File: src/rtl/call_request_latch.sv
// call_request_latch: elevator button front end.
// Each raw button is synchronised, debounced and edge-detected, then held as a
// pending request until the car services it at the matching floor/direction.
// A pending bit is set by a debounced press and cleared when the door is open at
// that floor. If a set and a clear hit the same bit on the same edge, the clear wins.

module crl_debounce_lane #(
  parameter int DEB_CYCLES = 1_000_000,
  parameter int CNT_W      = 20
) (
  input  logic clk,
  input  logic rst_n,
  input  logic raw,
  output logic deb,
  output logic rise
);

  localparam logic [CNT_W-1:0] DEB_LAST = CNT_W'(DEB_CYCLES - 1);

  logic             sync1;
  logic             sync2;
  logic             deb_q;
  logic             deb_prev;
  logic [CNT_W-1:0] cnt;

  // Two-flop synchroniser, then a debouncer that flips only after DEB_CYCLES
  // consecutive edges of disagreement between the synced input and the debounced level.
  always_ff @(posedge clk) begin
    if (!rst_n) begin
      sync1    <= 1'b0;
      sync2    <= 1'b0;
      deb_q    <= 1'b0;
      deb_prev <= 1'b0;
      cnt      <= '0;
    end else begin
      sync1    <= raw;
      sync2    <= sync1;
      deb_prev <= deb_q;
      if (sync2 == deb_q) begin
        cnt <= '0;
      end else if (cnt == DEB_LAST) begin
        deb_q <= sync2;
        cnt   <= '0;
      end else begin
        cnt <= cnt + CNT_W'(1);
      end
    end
  end

  assign deb  = deb_q;
  // A rising edge of the debounced level is a press.
  assign rise = deb_q & ~deb_prev;

endmodule

module call_request_latch #(
  parameter int DEB_CYCLES = 1_000_000,
  parameter int CNT_W      = 20
) (
  input  logic       clk,
  input  logic       RESET,
  input  logic [3:0] up_btn,
  input  logic [3:0] dn_btn,
  input  logic [4:0] car_btn,
  input  logic [4:0] car_floor,
  input  logic       moving_up,
  input  logic       moving_dn,
  input  logic       door_open,
  output logic [3:0] up_req,
  output logic [3:0] dn_req,
  output logic [4:0] car_req,
  output logic       any_req,
  output logic       new_req,
  output logic       floor_err
);

  // Lane packing: [3:0] hall up (floors 1..4), [7:4] hall down (floors 2..5),
  // [12:8] car buttons (floors 1..5).
  logic [12:0] raw_all;
  logic [12:0] deb_all;
  logic [12:0] rise_all;

  assign raw_all = {car_btn, dn_btn, up_btn};

  genvar g;
  generate
    for (g = 0; g < 13; g++) begin : g_lane
      crl_debounce_lane #(
        .DEB_CYCLES (DEB_CYCLES),
        .CNT_W      (CNT_W)
      ) u_lane (
        .clk   (clk),
        .rst_n (RESET),
        .raw   (raw_all[g]),
        .deb   (deb_all[g]),
        .rise  (rise_all[g])
      );
    end
  endgenerate

  logic [3:0] rise_up;
  logic [3:0] rise_dn;
  logic [4:0] rise_car;

  assign rise_up  = rise_all[3:0];
  assign rise_dn  = rise_all[7:4];
  assign rise_car = rise_all[12:8];

  // Service decode: clears only happen with the door open at a single valid floor.
  logic       floor_ok;
  logic       svc;
  logic [3:0] clr_up;
  logic [3:0] clr_dn;
  logic [4:0] clr_car;

  always_comb begin
    floor_ok = (car_floor != 5'd0) && ((car_floor & (car_floor - 5'd1)) == 5'd0);
    svc      = door_open & floor_ok;
    clr_car  = 5'd0;
    clr_up   = 4'd0;
    clr_dn   = 4'd0;
    if (svc) begin
      clr_car = car_floor;
      // Up buttons exist on floors 1..4; floor 5 has none, so car_floor[4] is dropped.
      if (!moving_dn) clr_up = car_floor[3:0];
      // Down buttons exist on floors 2..5; floor 1 has none, so car_floor[0] is dropped.
      if (!moving_up) clr_dn = car_floor[4:1];
    end
  end

  // Next pending state and the "something newly latched" flag.
  logic [3:0] up_nxt;
  logic [3:0] dn_nxt;
  logic [4:0] car_nxt;
  logic       set_any;

  always_comb begin
    up_nxt  = (up_req  | rise_up)  & ~clr_up;
    dn_nxt  = (dn_req  | rise_dn)  & ~clr_dn;
    car_nxt = (car_req | rise_car) & ~clr_car;
    // Only a bit that was idle, is pressed, and survives the clear counts as new.
    set_any = |(rise_up  & ~up_req  & ~clr_up)
            | |(rise_dn  & ~dn_req  & ~clr_dn)
            | |(rise_car & ~car_req & ~clr_car);
  end

  // Pending registers and registered status flags, all updated on the same edge.
  always_ff @(posedge clk) begin
    if (!RESET) begin
      up_req    <= 4'd0;
      dn_req    <= 4'd0;
      car_req   <= 5'd0;
      any_req   <= 1'b0;
      new_req   <= 1'b0;
      floor_err <= 1'b0;
    end else begin
      up_req    <= up_nxt;
      dn_req    <= dn_nxt;
      car_req   <= car_nxt;
      any_req   <= (|up_nxt) | (|dn_nxt) | (|car_nxt);
      new_req   <= set_any;
      floor_err <= ~floor_ok;
    end
  end

endmodule

File: config.mk
export PLATFORM = sky130hd
export DESIGN_NAME = call_request_latch
export DESIGN_NICKNAME = d
export VERILOG_FILES = /design/src/rtl/call_request_latch.sv
export SDC_FILE = /design/constraint.sdc
export NUM_CORES = 1
export LEC_CHECK = 0
export BUFFER_PORTS_ARGS = -buffer_cell sky130_fd_sc_hd__buf_2
export CORE_UTILIZATION = 55
export CTS_CLUSTER_SIZE = 30
export DETAILED_ROUTE_END_ITERATION = 10
export PLACE_DENSITY = 0.72
export SYNTH_ARGS = -nofsm -noshare
export SYNTH_HDL_FRONTEND = slang
export SYNTH_HIERARCHICAL = 1
export SYNTH_SLANG_ARGS = --single-unit
export TNS_END_PERCENT = 20
File: constraint.sdc
create_clock -name clk -period 2.63 [get_ports clk]
set_clock_uncertainty 0.15 [all_clocks]
set_input_delay 0.526 -clock clk [delete_from_list [all_inputs] [get_ports clk]]
set_output_delay 0.526 -clock clk [all_outputs]
set_load 0.01 [all_outputs]
==> summary.txt, run 1 <==
Critical path
  • R2R depth: 5
  • Worst reg2reg path startpoint: g_lane[2].u_lane/cnt[0]
  • CP endpoint kind: flip-flop
  • Critical Path Source: g_lane[2].u_lane/cnt[0]
  • Req. time, crit path: 2.85 ns
  • CP arrival: 2.22 ns
  • Max FO, Critical Path: 19
  • Startpoint types: flip-flop
  • Worst Path Class, Setup: reg -> reg

Yosys
  • Cell area after synthesis: 15000 um2
  • Syn nets: 1602
  • Syn Inst Count: 1566
  • Synth warnings: 6
  • Synth Flop Type: dfxtp_1
  • Register area share after synthesis: 43.8%
  • Asr flop ratio synth: 0%
  • Seq cells post-synth: 328
  • Unique masters post-synth: 65
  • Post-Synthesis Mean Instance Area: 9.58 um2
  • Post-synth EDFFs: 0

STA
  • Final period utilization: 76.1%
  • Setup_tns: 0 ns
  • Max Fclk: 499 MHz
  • RSZ-0062 raised after global routing: no
  • Worst slew pin tran: 0.582 ns
  • Max-slew violation count: 0
  • Final worst-path setup slack: 0.627 ns
  • Slew HR: 61.0%
  • Min Hold Slack: 0.0692 ns
  • Final setup viols: 0
  • Final min period: 2.00 ns
  • Count of final hold-check violations: 0

Clock network
  • Worst-path clk slew: 0.06 ns
  • CTS resizes: 0
  • Setup bufs post-CTS: 0
  • H-tree depth: 2
  • CTS tree: built
  • Clk Latency, worst-skew pair: 0.50 ns
  • Num CTS Buffers: 37
  • Root Driver: clkbuf_16
  • # clock sinks: 328
  • Clock tree buffer depth: 3
  • CTS Hold Buffers Added: 0

Pwr
  • VDD IR max: 482 uV
  • Static leakage: 5.79 nW
  • Power per cell area: 612 nW/um2

Drt
  • Post-DR wirelength/cell: 14.2 um
  • WL final: 28100 um
  • Antenna-violating nets left: 0
  • Drt first pass iters: 5
  • Via density: 5.61
  • DR DRC count: 0
  • Via count: 11.1k
  • DRT iter0 DRCs: 610

Global route
  • Largest net degree at the start of global routing: 37
  • Vias in the first global route: 10.6k
  • First-pass GRT wire length: 48900 um
  • Initial antenna violation count: 6
  • Total gr overflow: 0
  • Gr usage total: 20.3%

Cells and area
  • Layout cell share with drive strength beyond 1: 13.6%
  • Post-Layout Cell Count: 1980
  • Syn-to-layout area delta: 10.1%
  • Final Instance Area: 16500 um2
  • Final net count: 1645

Die
  • Initial Util: 55.8%
  • Std-Cell Rows: 60
  • Die area: 27900 um2
  • Core ar.: 26900 um2
  • Die Ht: 167 um
  • Die Span X: 167 um
  • Io pins: 39

Run status
  • Status: completed

Hold path
  • Hold path cells: 2
  • Worst min path class: in -> reg
  • Hold_sp: car_btn[4]

Placed design
  • Pre-CTS setup slack: 0.356 ns
  • Placed cells: 1911
  • Post-DP HPWL: 19500 um
  • Gpl congestion: 0.845
  • Dpl cell area: 15300 um2
  • # port buffers: 38

Run
  • Max-Cap Viols: 0
final timing paths:
kind | to | slack (ns)
min reg2reg | g_lane[4].u_lane/sync2 | 0.28
max | g_lane[2].u_lane/cnt[5] | 0.63
min | g_lane[12].u_lane/sync1 | 0.07
max reg2reg | g_lane[2].u_lane/cnt[5] | 0.63
metal layers:
| layer | track usage [%] | wire, um |
|---|---|---|
| met1 | 27.1 | 13500 |
| met2 | 33.2 | 12900 |
| met3 | 3.83 | 1130 |
| met4 | 6.66 | 668 |
| met5 | 0 | 8 |
registers in the layout (all words and copies together) (netlist names), 4 cells and up:
signal                  count
g_lane.u_lane/cnt         260
up_req                      4
g_lane.u_lane/sync2        13
car_req                     5
g_lane.u_lane/sync1        13
g_lane.u_lane/deb          13
dn_req                      4
g_lane.u_lane/deb_prev     13
layout make-up:
class	count	area, um2
Fill cell	2265	10400
Multi-Input combinational cell	1131	7820
Sequential cell	328	6570
Clock buffer	54	1110
Tap cell	341	427
Inverter	68	255
Timing Repair Buffer	43	243
Clock inverter	10	78.8
Antenna cell	5	12.5
worst max-delay path: stages, from the launching register on:
cell and delay (ns):
dfxtp_1 0.34, ha_1 0.20, nand3_1 0.14, or2_0 0.37
o211ai_4 0.55, nor2_1 0.10
cell usage in the layout (no fill, tap or decap), types with 13 or more instances in the layout:
cell type and instances:
a21oi_1 76, or3_1 48, nor3_1 20, nor2b_1 37, o31ai_1 49, buf_2 37, nand4_2 14, o21ai_0 53
xor2_1 76, and3_2 13, xnor2_1 85, ha_1 13, clkbuf_16 37, nand2_1 67, and3_1 39, nand3_1 54
and2_1 55, inv_1 68, nor2_1 161, or2_0 13, nor4_1 19, dfxtp_1 328, or4_1 39, nand4_4 13
nand4_1 27
power breakdown:
| group | switching [mW] | internal (mW) |
|---|---|---|
| Sequential | 0.0119 | 5.00 |
| Combinational | 0.0940 | 0.0536 |
| Clock | 1.95 | 3.01 |
| Total | 2.05 | 8.06 |
kinds of logic after synthesis:
logic type | count (synthesis) | share of synthesized area [%]
muxes | 1 | 0.0751
xor gates and xnor gates | 161 | 9.40
AOI/OAI and AO/OA | 239 | 11.4
buffers and inverters | 107 | 4.08
adders and majority gates | 13 | 1.08
and+or+nand+nor | 717 | 30.2
DFF | 328 | 43.8
per-stage QoR:
step                utilization [%]  total power [mW]
floorplan                         -              5.20
finish                         61.4              10.1
CTS                            61.4              10.3
detailed placement             57.0              5.27
global route                   61.4              10.5
global placement               57.0              5.26
cell usage after synthesis (3+ instances only):
library cell  number  share of area, %
a21boi_0          12              0.60
a21oi_1           76               2.5
a21oi_2           12              0.70
and2_1            55               2.3
and3_1            39               1.6
and3_2            13              0.65
and4_1            12              0.70
and4_2            12              0.80
and4_4            12              0.90
buf_2             12              0.40
buf_6             26               2.0
dfxtp_1          328                44
ha_1              13               1.1
inv_1             68               1.7
nand2_1           67               1.7
nand3_1           54               1.8
nand4_1           27               1.1
nand4_2           14               1.2
nand4_4           13               1.8
nand4b_1          12              0.70
nor2_1           161               4.0
nor2b_1           37               1.5
nor3_1            20              0.67
nor3b_1           12              0.60
nor4_1            19              0.79
nor4bb_1          12              0.80
o211ai_4          12               1.7
o21ai_0           53               1.8
o221a_2            5              0.38
o31a_1             3              0.18
o31ai_1           49               2.5
or2_0             13              0.54
or3_1             48               2.0
or4_1             39               2.0
or4_4             12              0.90
xnor2_1           85               5.0
xor2_1            76               4.4
(Power assumes the default switching activity.)
==> inputs of run 2 (changes only) <==
clock period = 2.09 ns   (was 2.63 ns; I/O delays follow)
==> run 2 against run 1 <==
Effect of this change:
- worst setup slack worse by 0.43 ns
- die area unchanged
- global-route usage up 0.31 points
- combinational power up 61%
- clock-buffer cell count down 4
- clock power up 28%
- cell area up 2.5%
- register-to-register slack worse by 0.43 ns
- cell count up 1.3%
- via count up 1.4%
- sequential cell count unchanged
- critical path type unchanged
- critical endpoint is now g_lane[6].u_lane/deb
- largest power group is now the clock network
==> summary.txt, run 2 (same netlist as run 1, synthesis figures left out) <==
Run status
  • Status: completed

Cells and area
  • Max reg flops: 260
  • Commonest non-fill, non-tap cell in the layout: dfxtp_1
  • Final core utilization: 63.0%
  • Reg with most FFs: g_lane.u_lane/cnt
  • Commonest cells after routing, fill and taps aside: 328 x dfxtp_1, 161 x nor2_1, 85 x xnor2_1
  • Syn-to-layout area delta: 12.9%
  • Ant diodes: 0
  • Final net count: 1677
  • Layout cell share with drive strength beyond 1: 14.5%
  • Final Instance Area: 16900 um2

STA
  • Final period utilization: 90.5%
  • Final setup viols: 0
  • Min Hold Slack: 0.0257 ns
  • Final worst-path setup slack: 0.198 ns
  • Slew HR: 74.7%
  • Worst slew pin tran: 0.377 ns
  • Final min period: 1.89 ns
  • Max Fclk: 528 MHz
  • Count of final hold-check violations: 0
  • RSZ-0062 raised after global routing: no
  • Max-slew violation count: 0

Global route
  • First-pass GRT wire length: 49300 um
  • Total gr overflow: 0
  • Largest net degree at the start of global routing: 29
  • Vias in the first global route: 10.7k
  • Gr usage total: 20.7%
  • Initial antenna violation count: 2

Placed design
  • Dpl cell area: 15600 um2
  • Post-DP HPWL: 19800 um
  • Gpl congestion: 0.828
  • Pre-CTS setup slack: -0.0429 ns
  • # port buffers: 38

Critical path
  • Startpoint types: flip-flop
  • Req. time, crit path: 2.36 ns
  • CP endpoint kind: flip-flop
  • Worst Path Class, Setup: reg -> reg
  • Max FO, Critical Path: 4
  • CP arrival: 2.16 ns

Die
  • Die Ht: 167 um
  • Io pins: 39
  • Std-Cell Rows: 60
  • Die area: 27900 um2
  • Die Span X: 167 um
  • Initial Util: 55.8%
  • Core ar.: 26900 um2

Clock network
  • # clock sinks: 328
  • H-tree depth: 2
  • Clk Latency, worst-skew pair: 0.50 ns
  • CTS tree: built
  • Num CTS Buffers: 35
  • Root Driver: clkbuf_16
  • Setup bufs post-CTS: 0
  • Clock tree buffer depth: 3
  • Worst-path clk slew: 0.06 ns

Run
  • Max-Cap Viols: 0

Drt
  • Via count: 11.3k
  • DRT iter0 DRCs: 643
  • Drt first pass iters: 5
  • Post-DR wirelength/cell: 14.2 um
  • Via density: 5.62
  • DR DRC count: 0
  • Antenna-violating nets left: 0
  • WL final: 28500 um

Pwr
  • Total power: 12.9 mW
  • Static leakage: 6.00 nW
  • VDD IR max: 657 uV
  • Power per cell area: 761 nW/um2

Hold path
  • Worst min path class: in -> reg
run 2: changes by cell type in the layout (fill, tap and decap cells not counted), moves of 3 or more:
cell,delta
dlygate4sd3_1,+11
buf_12,+11
clkbuf_8,-5
bufinv_16,+3
diode_2,-5
buf_4,+12
run 2: power breakdown:
group,internal [mW],switching (mW),total (mW)
logic,0.110,0.129,0.239
registers,6.29,0.0175,6.30
clock network,3.96,2.38,6.33
run 2: layout make-up:
type / count / area, um2
Fill cell: 2271 / 9950
Multi-Input combinational cell: 1131 / 7820
Sequential cell: 328 / 6570
Clock buffer: 50 / 1040
Timing Repair Buffer: 77 / 663
Tap cell: 341 / 427
Inverter: 68 / 255
Clock inverter: 10 / 150
run 2: final timing paths:
path                           start                endpoint  slack [ns]  cells past startpoint
min                        dn_btn[2]  g_lane[6].u_lane/sync1        0.03                      2
min reg2reg   g_lane[7].u_lane/sync1  g_lane[7].u_lane/sync2        0.28                      1
max reg2reg  g_lane[6].u_lane/cnt[0]    g_lane[6].u_lane/deb        0.20                      5
max          g_lane[6].u_lane/cnt[0]    g_lane[6].u_lane/deb        0.20                      5
run 2: stage by stage:
step                      std cells  TNS [ns]
final                          2005         0
after global routing           2005         0
after CTS                      2005         0
after detailed placement       1934   -0.0740
after global placement         1934   -0.0415
after floorplan                1566         0
run 2: per-layer routing:
| metal | wire length (um) | track usage (%) |
|---|---|---|
| met1 | 13700 | 27.4 |
| met4 | 521 | 5.86 |
| met2 | 13200 | 34.6 |
| met3 | 1020 | 3.59 |
| met5 | 23 | 0 |
run 2: worst max-delay path: stages (launching register included):
cell,delay [ns]
dfxtp_1,0.35
ha_1,0.21
nand3_1,0.15
or2_0,0.38
or3_1,0.40
a21boi_0,0.19
run 2: what timing repair did:
| item | 4_1_cts | 5_1_grt |
|---|---|---|
| hold buffers | 11 | 0 |
| hold endpoints to repair | 11 | 0 |
| endpoints found under the setup margin | 0 | 1 |
| gates resized for setup | 0 | 1 |
==> inputs of run 3 (changes only) <==
ABC_AREA = 1   (was default)
PLACE_DENSITY = 0.71   (was 0.72)
==> run 3 against run 2 <==
Effect of this change:
- critical path depth rose by 2
- cell area up 10%
- via count is 25% higher
- register-to-register slack gained 0.14 ns
- die area increased by 12%
- synthesized area grew 13%
- wire length rose by 17%
- sequential power is essentially flat
- worst setup slack improved by 0.14 ns
- non-clock buffer count down 20
- core utilization fell by 0.46 points
- combinational power is essentially flat
- critical endpoint is now g_lane[9].u_lane/cnt[17]
- highest routed layer is now met4
==> summary.txt, run 3 <==
Run status
  • Status: completed

Cells and area
  • Final net count: 2461
  • Fillcell total: 2743
  • Commonest cells after routing, fill and taps aside: 534 x nand2_1, 406 x nor2_1, 328 x dfxtp_1
  • Syn-to-layout area delta: 10.7%
  • Post-Layout Cell Count: 2839
  • Max reg flops: 260
  • Layout cell share with drive strength beyond 1: 15.9%
  • Ant diodes: 0
  • Multi-input gate area: 8990 um2
  • Commonest non-fill, non-tap cell in the layout: nand2_1
  • FF+latch area: 6570 um2
  • Reg with most FFs: g_lane.u_lane/cnt

STA
  • Min Hold Slack: 0.134 ns
  • Slew HR: 70.0%
  • Count of final hold-check violations: 0
  • Setup_tns: 0 ns
  • RSZ-0062 raised after global routing: no
  • Final setup viols: 0
  • Worst slew pin tran: 0.450 ns
  • Final period utilization: 83.7%
  • Max Fclk: 572 MHz
  • Max-slew violation count: 0
  • Final min period: 1.75 ns

Pwr
  • Static leakage: 6.49 nW
  • Power per cell area: 694 nW/um2
  • VDD IR max: 602 uV
  • Total power: 13.0 mW

Yosys
  • Top-count cell post-synth: nand2_1
  • Post-synth top area cell: dfxtp_1
  • Post-Synthesis Mean Instance Area: 7.19 um2
  • Unique masters post-synth: 30
  • Synth warnings: 6
  • Cell area after synthesis: 16900 um2
  • Syn Inst Count: 2347
  • Register area share after synthesis: 38.9%
  • Synth Flop Type: dfxtp_1
  • Asr flop ratio synth: 0%
  • Synth cell count leaders: 534 x nand2_1, 406 x nor2_1, 328 x dfxtp_1, 261 x inv_1, 162 x nor2_2
  • Seq cells post-synth: 328
  • Syn nets: 2383
  • Largest cells by area after synthesis: dfxtp_1 39%, nand2_1 12%, nor2_1 9.0%
  • Post-synth EDFFs: 0
  • Yosys top cell area share: 38.9%

Global route
  • Gr usage total: 22.4%
  • Largest net degree at the start of global routing: 37
  • First-pass GRT wire length: 59100 um
  • Initial antenna violation count: 0
  • Vias in the first global route: 13.4k
  • Total gr overflow: 0

Clock network
  • # clock sinks: 328
  • Worst-path clk slew: 0.06 ns
  • H-tree depth: 2
  • Clk Latency, worst-skew pair: 0.52 ns
  • CTS tree: built
  • Num CTS Buffers: 36
  • Clock tree buffer depth: 3
  • Setup bufs post-CTS: 0
  • Root Driver: clkbuf_16

Critical path
  • CP endpoint kind: flip-flop
  • Req. time, crit path: 2.34 ns
  • R2R depth: 7
  • Startpoint types: flip-flop
  • Max FO, Critical Path: 20
  • R2R setup slack: 0.34 ns
  • CP arrival: 2.00 ns
  • Worst Path Class, Setup: reg -> reg

Die
  • Die Ht: 177 um
  • Die Span X: 177 um
  • Core ar.: 29900 um2
  • Die area: 31400 um2
  • Std-Cell Rows: 63
  • Io pins: 39
  • Initial Util: 56.5%

Drt
  • Via density: 4.94
  • Via count: 14.0k
  • DR DRC count: 0
  • Drt first pass iters: 5
  • WL final: 33300 um
  • DRT iter0 DRCs: 881
  • Post-DR wirelength/cell: 11.7 um
  • Antenna-violating nets left: 0

Run
  • Max-Cap Viols: 0

Hold path
  • Hold path cells: 3
  • Worst min path class: in -> reg

Placed design
  • Gpl congestion: 0.890
  • Placed cells: 2764
  • Post-DP HPWL: 24800 um
  • # port buffers: 38
## run 3: changes by cell type in the layout (fill, tap and decap cells not counted), moves of 49 or more
cell / before / now
o31ai_1: 49 / 0
nor2_2: 0 / 162
inv_1: 68 / 261
and2_1: 55 / 0
nand2_1: 67 / 534
nand3_1: 54 / 154
nor2_1: 161 / 406
## run 3: worst max-delay path, cell delays in order, from the launching register on
cell	delay, ns
dfxtp_1	0.37
ha_1	0.30
nand3_2	0.16
inv_1	0.11
nand3_2	0.10
o21ai_2	0.12
buf_4	0.25
nor2_1	0.08
## run 3: layer usage
layer  vias to the layer above  GRT usage, %  wire [um]
met5                         -             0          0
met1                      6308          28.3      15700
met4                         0          8.48       1060
met2                       189          38.4      15400
li1                       7479             -          -
met3                        54          3.22       1150
## run 3: repair_timing
item                      CTS  global route
resized for setup           0             0
hold buffers               13             0
hold endpoints to repair   13             0
## run 3: worst paths after layout
kind	startpoint	endpoint
max	g_lane[9].u_lane/cnt[0]	g_lane[9].u_lane/cnt[17]
min	moving_up	dn_req[3]
max reg2reg	g_lane[9].u_lane/cnt[0]	g_lane[9].u_lane/cnt[17]
min reg2reg	g_lane[5].u_lane/sync1	g_lane[5].u_lane/sync2
## run 3: layout make-up
class                   instances  area share, %
well taps                     390           2.61
inverters                     274           5.51
repair buffers                 57           2.09
multi-input cells            1728           48.1
clock buffers                  43           5.29
clock inverters                19           1.21
flip-flops and latches        328           35.2
## run 3: logic make-up after synthesis
group / share of synthesized area [%]
XOR/XNOR: 5.97
AND/OR/NAND/NOR: 41.3
flip-flops: 38.9
buffers and inverters: 7.82
AO/OA/AOI/OAI: 5.03
adder cells (fa/ha/maj): 0.964
## run 3: report_power, final
group          switching (mW)  leakage, nW  internal (mW)
registers              0.0151         2.65           6.28
clock network            2.55        0.585           3.89
logic                   0.153         3.26         0.0832
## run 3: through the flow
stage / setup slack, ns / util [%] / cell area [um2]
after detailed placement: 0.0243 / 58.0 / 17300
after global placement: 0.0797 / 58.0 / 17300
after floorplan: 0.354 / - / 16900
after CTS: 0.328 / 62.5 / 18700
final: 0.341 / 62.5 / 18700
after global routing: 0.222 / 62.5 / 18700
